<file path="config.mk">
export PLATFORM = sky130hd
export DESIGN_NAME = tero_resp_builder
export DESIGN_NICKNAME = d
export VERILOG_FILES = /design/src/rtl/tero_pkg.sv /design/src/rtl/tero_cnt_buf.sv /design/src/rtl/tero_resp_builder.sv
export SDC_FILE = /design/constraint.sdc
export NUM_CORES = 1
export LEC_CHECK = 0
export CAP_MARGIN = 20
export CORE_MARGIN = 2
export CORE_UTILIZATION = 41
export CTS_BUF_LIST = sky130_fd_sc_hd__clkbuf_16
export CTS_CLUSTER_DIAMETER = 50
export DETAILED_ROUTE_END_ITERATION = 8
export GPL_ROUTABILITY_DRIVEN = 1
export HOLD_SLACK_MARGIN = 0.1
export PLACE_DENSITY = 0.58
export SYNTH_ARGS = -nofsm -noshare
export SYNTH_HDL_FRONTEND = slang
export SYNTH_HIERARCHICAL = 1
export SYNTH_SLANG_ARGS = --single-unit
</file>
<file path="constraint.sdc">
create_clock -name clk -period 4.8 [get_ports clk]
set_input_delay 0.96 -clock clk [delete_from_list [all_inputs] [get_ports clk]]
set_output_delay 0.96 -clock clk [all_outputs]
set_load 0.01 [all_outputs]
</file>
<file path="src/rtl/tero_pkg.sv">
// tero_pkg: shared FSM state type, default geometry and response bit indexing for the TERO response builder.
package tero_pkg;
  typedef enum logic [1:0] {IDLE, LOAD_I, CMP_J, DONE} resp_state_t;
  localparam int DEF_CNT_W = 16;
  localparam int DEF_N_BATCH = 10;
  localparam int DEF_N_LANE = 8;
  localparam int DEF_MARGIN = 4;
  localparam int N_BITS = DEF_N_BATCH * DEF_N_LANE;
  localparam int IDX_W = $clog2(N_BITS);
  function automatic int bit_index(input int k, input int l, input int n_batch = DEF_N_BATCH);
    return l * n_batch + k;
  endfunction
endpackage

</file>
<file path="src/rtl/tero_cnt_buf.sv">
// tero_cnt_buf: register file holding the i-group counts, one sync write port and one combinational read port.
module tero_cnt_buf #(
  parameter int W = 16,
  parameter int D = 80,
  parameter int AW = 7
) (
  input  logic          clk,
  input  logic          we,
  input  logic [AW-1:0] waddr,
  input  logic [W-1:0]  wdata,
  input  logic [AW-1:0] raddr,
  output logic [W-1:0]  rdata
);
  logic [W-1:0] mem [D];
  always_ff @(posedge clk)
    if (we) mem[waddr] <= wdata;
  assign rdata = mem[raddr];
endmodule

</file>
<file path="src/rtl/tero_resp_builder.sv">
// tero_resp_builder: stores i counts, compares j counts against them and assembles the PUF response.
// Optional reliability mask output enabled by defining TERO_RESP_MARGIN_EN.
module tero_resp_builder
  import tero_pkg::*;
#(
  parameter int CNT_W = DEF_CNT_W,
  parameter int N_BATCH = DEF_N_BATCH,
  parameter int N_LANE = DEF_N_LANE,
  parameter int MARGIN = DEF_MARGIN
) (
  input  logic                        clk,
  input  logic                        reset,
  input  logic                        start,
  input  logic                        cnt_valid,
  input  logic [CNT_W-1:0]            cnt_data,
  output logic                        cnt_ready,
  output logic                        busy,
  output logic                        resp_valid,
  output logic [N_BATCH*N_LANE-1:0]   response
`ifdef TERO_RESP_MARGIN_EN
  ,
  output logic [N_BATCH*N_LANE-1:0]   resp_mask
`endif
);
  localparam int BITS = N_BATCH * N_LANE;
  localparam int AW = BITS > 1 ? $clog2(BITS) : 1;
  localparam int KW = N_BATCH > 1 ? $clog2(N_BATCH) : 1;
  localparam int LW = N_LANE > 1 ? $clog2(N_LANE) : 1;
  resp_state_t state;
  logic [KW-1:0] k;
  logic [LW-1:0] l;
  logic [AW-1:0] idx;
  logic [CNT_W-1:0] i_cnt;
  logic xfer, k_last, l_last, restart;
  assign idx = AW'(bit_index(int'(k), int'(l), N_BATCH));
  assign xfer = cnt_valid & cnt_ready;
  assign k_last = k == KW'(N_BATCH - 1);
  assign l_last = l == LW'(N_LANE - 1);
  assign restart = (state == IDLE || state == DONE) && start;
  tero_cnt_buf #(.W(CNT_W), .D(BITS), .AW(AW)) u_buf (
    .clk(clk),
    .we(xfer && state == LOAD_I),
    .waddr(idx),
    .wdata(cnt_data),
    .raddr(idx),
    .rdata(i_cnt)
  );
  always_ff @(posedge clk)
    if (reset) begin
      state <= IDLE;
      k <= '0;
      l <= '0;
      response <= '0;
      cnt_ready <= 1'b0;
      busy <= 1'b0;
      resp_valid <= 1'b0;
    end else if (restart) begin
      state <= LOAD_I;
      k <= '0;
      l <= '0;
      response <= '0;
      cnt_ready <= 1'b1;
      busy <= 1'b1;
      resp_valid <= 1'b0;
    end else if (xfer) begin
      k <= k_last ? '0 : k + 1'b1;
      l <= k_last ? (l_last ? '0 : l + 1'b1) : l;
      if (state == CMP_J) response[idx] <= cnt_data > i_cnt;
      if (k_last && l_last) begin
        state <= state == LOAD_I ? CMP_J : DONE;
        cnt_ready <= state == LOAD_I;
        busy <= state == LOAD_I;
        resp_valid <= state == CMP_J;
      end
    end
`ifdef TERO_RESP_MARGIN_EN
  // Difference carried one bit wider so 0 vs all-ones cannot wrap.
  logic [CNT_W:0] diff;
  assign diff = cnt_data > i_cnt ? {1'b0, cnt_data} - {1'b0, i_cnt} : {1'b0, i_cnt} - {1'b0, cnt_data};
  always_ff @(posedge clk)
    if (reset || restart) resp_mask <= '0;
    else if (xfer && state == CMP_J) resp_mask[idx] <= diff >= (CNT_W + 1)'(MARGIN);
`else
  logic unused_margin;
  assign unused_margin = MARGIN != 0;
`endif
endmodule

</file>
* After elaboration in Yosys (flattened, before gate mapping)
Memory sizes are Yosys's and may differ from the RTL's.
Index checks and enable logic that the tools add are counted.
** Storage, ports and cells
- Flip-flop bits (word level) :: 91
- Bits in writable memories :: 1280
- Input bits :: 20
- Output and inout port bits :: 83
- Word-level logic and storage cells :: 48
- Memories kept :: 1
** Cells by class
- Add/subtract/negate cells :: 3
- $mul :: 1
- Magnitude comparators :: 3
- Eq/ne operators :: 5
- Muxes and demuxes :: 14
- Bitwise operators :: 1
- Reductions and logical operators :: 13
** Memories
- u_buf.mem :: depth 80, width 16, rd ports 1, clocked after memory_dff 0, wr ports 1, line tero_cnt_buf.sv:14 : logic [W-1:0] mem [D];
** Operator list (count)
- 80-bit bitwise mux :: 1
- 16-bit greater-than comparator :: 1
- 1-bit 2-to-1 mux :: 10
- 7-bit by 8-bit less-than comparator with 1-bit output (second input constant) :: 1
- 2-bit AND reduction :: 4
- 7-bit by 4-bit adder with 7-bit output :: 1
- 1-bit demux with 7-bit select :: 1
- 7-bit by 1-bit >= comparator with 1-bit output (second input constant) :: 1
- 3-bit by 3-bit multiplier with 6-bit output (second input constant) :: 1
- 4-bit by 1-bit adder with 4-bit output (second input constant) :: 1
- 2-bit == test (second input constant) :: 2
- 4-bit == test (second input constant) :: 1
- 1-bit logical AND :: 4
- 4-bit 2-to-1 mux :: 1
- 2-bit nonzero test :: 2
- 3-bit by 1-bit adder with 3-bit output (second input constant) :: 1
- 3-bit == test (second input constant) :: 1
- 3-bit 2-to-1 mux :: 1
- 2-bit by 1-bit == test with 1-bit output (second input constant) :: 1
- 2-bit zero test :: 1
- 2-bit OR reduction :: 1
- 1-bit AND :: 1
- 1-bit logical OR :: 1

* Longest topological paths before layout
Gate-level depths: netlist of run 1.
- Depth in word-level cells :: 7
- Mapped depth :: 23
- Depth with buffers taken out :: 18

* Cells and area by module
The synthesis of run 1 kept the hierarchy.
** Modules (own cells, without submodules)
- tero_cnt_buf :: times used 1, cells an instance 2376, area an instance 49517.5 sq um
- tero_resp_builder :: times used 1, cells an instance 531, area an instance 4704.5 sq um

* Worst setup path after synthesis of run 1
Ideal clock, no wire load.
- Path type :: register to register
- Start :: register l[0]
- End :: register response[74]
- Setup time :: 0.116 ns
- Arrival :: 4.923 ns
- Data required time :: 4.684 ns
- Slack :: -0.239 ns
- Cell stages (with the launch flop) :: 21
- Buffers on the path :: 4
- Clock period less this slack :: 5.039 ns
- Cell sequence :: dfxtp_1 > ha_1 > ha_1 > a21o_1 > o21ai_2 > and2_1 > buf_2 > buf_1 > mux4_2 > mux2_2 > o221a_2 > a211o_1 > inv_1 > ha_1 > nand4_1 > nor4_1 > nor2_1 > and2_1 > buf_4 > buf_6 > a41o_1
** RTL lines
- start, declared :: line tero_resp_builder.sv:31 : logic [LW-1:0] l;
- start signal, assigned :: line tero_resp_builder.sv:67 : l <= k_last ? (l_last ? '0 : l + 1'b1) : l;
- 3-bit by 3-bit multiplier with 6-bit output :: line tero_pkg.sv:11 : return l * n_batch + k;
- 7-bit by 4-bit adder with 7-bit output :: line tero_pkg.sv:11
- named net idx[4] :: line tero_resp_builder.sv:32 : logic [AW-1:0] idx;
- memory read 80 x 16 bit
- named net i_cnt[15] :: line tero_resp_builder.sv:33 : logic [CNT_W-1:0] i_cnt;
- 16-bit greater-than comparator :: line tero_resp_builder.sv:68 : if (state == CMP_J) response[idx] <= cnt_data > i_cnt;
- 80-bit bitwise mux :: line tero_resp_builder.sv:68
- end signal, assigned by index :: line tero_resp_builder.sv:68
- end, declared :: line tero_resp_builder.sv:19 : output logic [N_BATCH*N_LANE-1:0] response
The timed path passes the listed nets, and every way through them passes these cells.
A chain may end at the register's enable or synchronous reset.

* Worst setup path in the final report of run 1
- Start :: register l[0]
- End :: register response[38]
Same word-level chain as after synthesis.

==> results of run 1 <==
## power groups by stage
stage	Clock, mW	Sequential [mW]	Combinational (mW)
floorplan	0	13.3	0.260
global placement	0	13.3	0.635
detailed placement	0	13.3	0.656
CTS	11.3	13.1	0.712
global route	11.7	13.1	0.822
finish	11.0	13.1	0.779
## worst paths after layout
check / cells after the start / startpoint / slack (ns) / end
min: 1 / cnt_data[2] / 0.48 / u_buf/mem[44][2]
min reg2reg: 2 / resp_valid / 0.49 / resp_valid
max: 23 / l[0] / -0.26 / response[38]
max reg2reg: 23 / l[0] / -0.26 / response[38]
## through the flow
step	area [sq um]	std cells	total power, mW	util, %
after floorplan	54200	2907	13.6	-
after global placement	59400	4876	14.0	45.2
after detailed placement	59400	4876	14.0	45.2
after CTS	65300	5175	25.0	49.7
after global routing	66600	5222	25.6	50.7
final	66600	5224	24.9	50.7
## critical path, stage by stage, from the launching register on
cell and delay, ns:
dfxtp_2 0.34, buf_6 0.12, ha_4 0.15, fa_4 0.91, buf_12 0.20, clkbuf_16 0.17
buf_12 0.13, buf_4 0.11, mux2i_1 0.22, a22o_4 0.16, nor3_2 0.05, a31oi_2 0.27
a31oi_4 0.19, a211o_1 0.31, inv_1 0.05, ha_1 0.24, buf_4 0.15, a21oi_1 0.19
a2111o_1 0.21, buf_4 0.13, nand3_4 0.07, buf_12 0.16, clkbuf_16 0.17, a41o_1 0.21
## routing by layer
| layer | track usage [%] | up-vias | part of all wire, % |
|---|---|---|---|
| li1 | - | 12900 | - |
| met2 | 33.2 | 1059 | 48 |
| met3 | 3.23 | 225 | 6.4 |
| met5 | 0 | - | 0 |
| met1 | 29.6 | 15600 | 43 |
| met4 | 7.12 | 0 | 3.0 |
## layout make-up
class / count / area [sq um]
Antenna cell: 2 / 5.00
Clock buffer: 156 / 3900
Clock inverter: 118 / 888
Fill cell: 10400 / 64700
Inverter: 21 / 78.8
Multi-Input combinational cell: 1326 / 14200
Sequential cell: 1371 / 40300
Tap cell: 1755 / 2200
Timing Repair Buffer: 475 / 5010
## state kept, by name (all words and copies together) (netlist names)
signal	count
busy	1
k	4
l	3
resp_valid	1
response	80
state	2
u_buf/mem	1280
## logic make-up (layout without fill, tap and decap cells)
group | Yosys count | count (layout) | synth area share, %
other | 0 | 2 | 0
and+or+nand+nor | 360 | 361 | 3.00
DFF | 1371 | 1371 | 74.2
adders and majority gates | 29 | 29 | 0.683
buffers and inverters | 211 | 770 | 1.85
AOI/OAI and AO/OA | 421 | 421 | 5.88
muxes | 512 | 512 | 14.3
xor gates and xnor gates | 3 | 3 | 0.0485
## timing repair
item | 4_1_cts | 5_1_grt
cloned | 11 | 11
endpoints found under the setup margin | 80 | 80
buffers inserted | 15 | 38
pin swaps | 21 | 24
hold buffers | 0 | 0
resized for setup | 118 | 129
## cells in the final DEF, fill, tap and decap left out, types with 9 or more instances in the layout
| cell type | instances |
|---|---|
| buf_6 | 14 |
| mux4_2 | 208 |
| clkbuf_16 | 165 |
| edfxtp_1 | 1280 |
| a22oi_1 | 72 |
| ha_1 | 22 |
| nor3_2 | 11 |
| buf_16 | 15 |
| a31oi_4 | 21 |
| o221a_2 | 13 |
| o211ai_1 | 33 |
| clkdlybuf4s50_1 | 86 |
| nand2_1 | 92 |
| o31ai_1 | 12 |
| nand3_2 | 14 |
| buf_12 | 54 |
| a22o_1 | 26 |
| buf_4 | 291 |
| nand2b_1 | 11 |
| nand3_1 | 29 |
| inv_1 | 42 |
| o31ai_4 | 12 |
| clkinvlp_4 | 9 |
| a41o_1 | 48 |
| a211o_1 | 16 |
| a211oi_1 | 11 |
| a31oi_1 | 51 |
| mux2i_1 | 276 |
| nor2b_1 | 11 |
| dfxtp_1 | 88 |
| a21oi_1 | 45 |
| nand4_1 | 10 |
| nor2_1 | 122 |
| mux2_2 | 9 |
| clkinv_1 | 32 |
| clkinv_2 | 23 |
==> results.toml, run 1 <==
[route]
vias_per_cell = 5.70
ant_nets = 0
wl_um = 144000
wl_per_cell_um = 27.6
drc = 0
drt_first_iter_violations = 3323
firstDrtPassIters = 7
routed-via-count = 29800

[synth]
synth-main-ff-cell = "edfxtp_1"
syn_avg_cell_area_sq_um = 18.7
synth.most_common_cell = "edfxtp_1"
ys_warn_count = 6
synth-seq-cells = 1371
synthArstFlopShare_pct = 0
synth_top_cell_by_area = "edfxtp_1"
synth_area_sq_mm = 0.0542
ys_top_cells_by_area = "edfxtp_1, mux4_2, mux2i_1, dfxtp_1, a22oi_1"
synth_nets = 2956
synth.distinct_cells = 55
syn_inst = 2907
netlist.area_leader.share_pct = 70.9
seq_area_frac_synth_pct = 74.2
yosys-top-cells-count = "edfxtp_1, mux2i_1, mux4_2"
synth_edf_count = 1280

[placement]
port_buffers = 102
dp_hpwl_um = 88600
place.gp.congestion = 0.916
pre_cts_slack_ns = -0.689

[pwr]
p_int_mw = 19.6
clkPwrFrac_pct = 44.3
pwr-share-seq_pct = 52.5
power_density_mw_per_mm2 = 374
leakage_nw = 21.3
combPwrFrac_pct = 3.1
switchingPower_mw = 5.27
switching_share_pct = 21.2
ir_drop_mv = 0.406

[global_routing]
grt_max_degree = 81
track_usage_pct = 20.9
antenna_found_initial = 3
grt_overflow_total = 0
first_global_vias = 29700
grt_pass1_wl_um = 206000

[floorplan]
die_area_sq_mm = 0.135
die_w_um = 368
die_h_um = 368
core_sq_mm = 0.131
row_count = 133
ios = 103
initial_core_util_pct = 41.3

[timing]
relSlewSlack_pct = 23.9
hold_slack_ns = 0.478
worst_pin_slew_ns = 1.14
finalHoldViolCount = 0
fmax_ghz = 0.197
skew_ns = 0.0361
setup_ws_ns = -0.265
setup_tns_ns = -17.75
post-route-period-util_pct = 106
rsz0062_at_grt = "true"
finalCriticalPeriod_ns = 5.06
finalSetupViolations = 80
drv_slew = 0

[finish]
nets = 3396
drive_gt1_share_pct = 29.2
area_growth_pct = 22.8

[clock_tree]
cts_max_path_buffers = 3
cts_buffers = 152
clock_sinks = 1371
clockRootBuffer = "clkbuf_16"
cts_tree = "built"
htreeDepth = 4
clk_pin_slew_ns = 0.06
insertion_delay_ns = 0.79

[worst_setup_path]
cp-end-kind = "flop"
crit_fanout = 7
crit_arrival_ns = 5.73
start_kind = "flop"
path_class = "flop to flop"
crit_required_ns = 5.46

[run_status]
violations = "setup timing"
status = "complete, but fails checks"

[min_path]
hp-class = "primary input to flop"

[flow_run]
drv_cap = 0
Note: power is estimated with default switching activity, not from simulation.
==> run 2, diff against run 1 <==
--- a/config.mk
+++ b/config.mk
@@ -5,6 +5,7 @@
 export SDC_FILE = /design/constraint.sdc
 export NUM_CORES = 1
 export LEC_CHECK = 0
+export ABC_CLOCK_PERIOD_IN_PS = 4800
 export CAP_MARGIN = 20
 export CORE_MARGIN = 2
 export CORE_UTILIZATION = 41
==> results of run 2 <==
Final layout, timing and power as in run 1 (identical DEF).
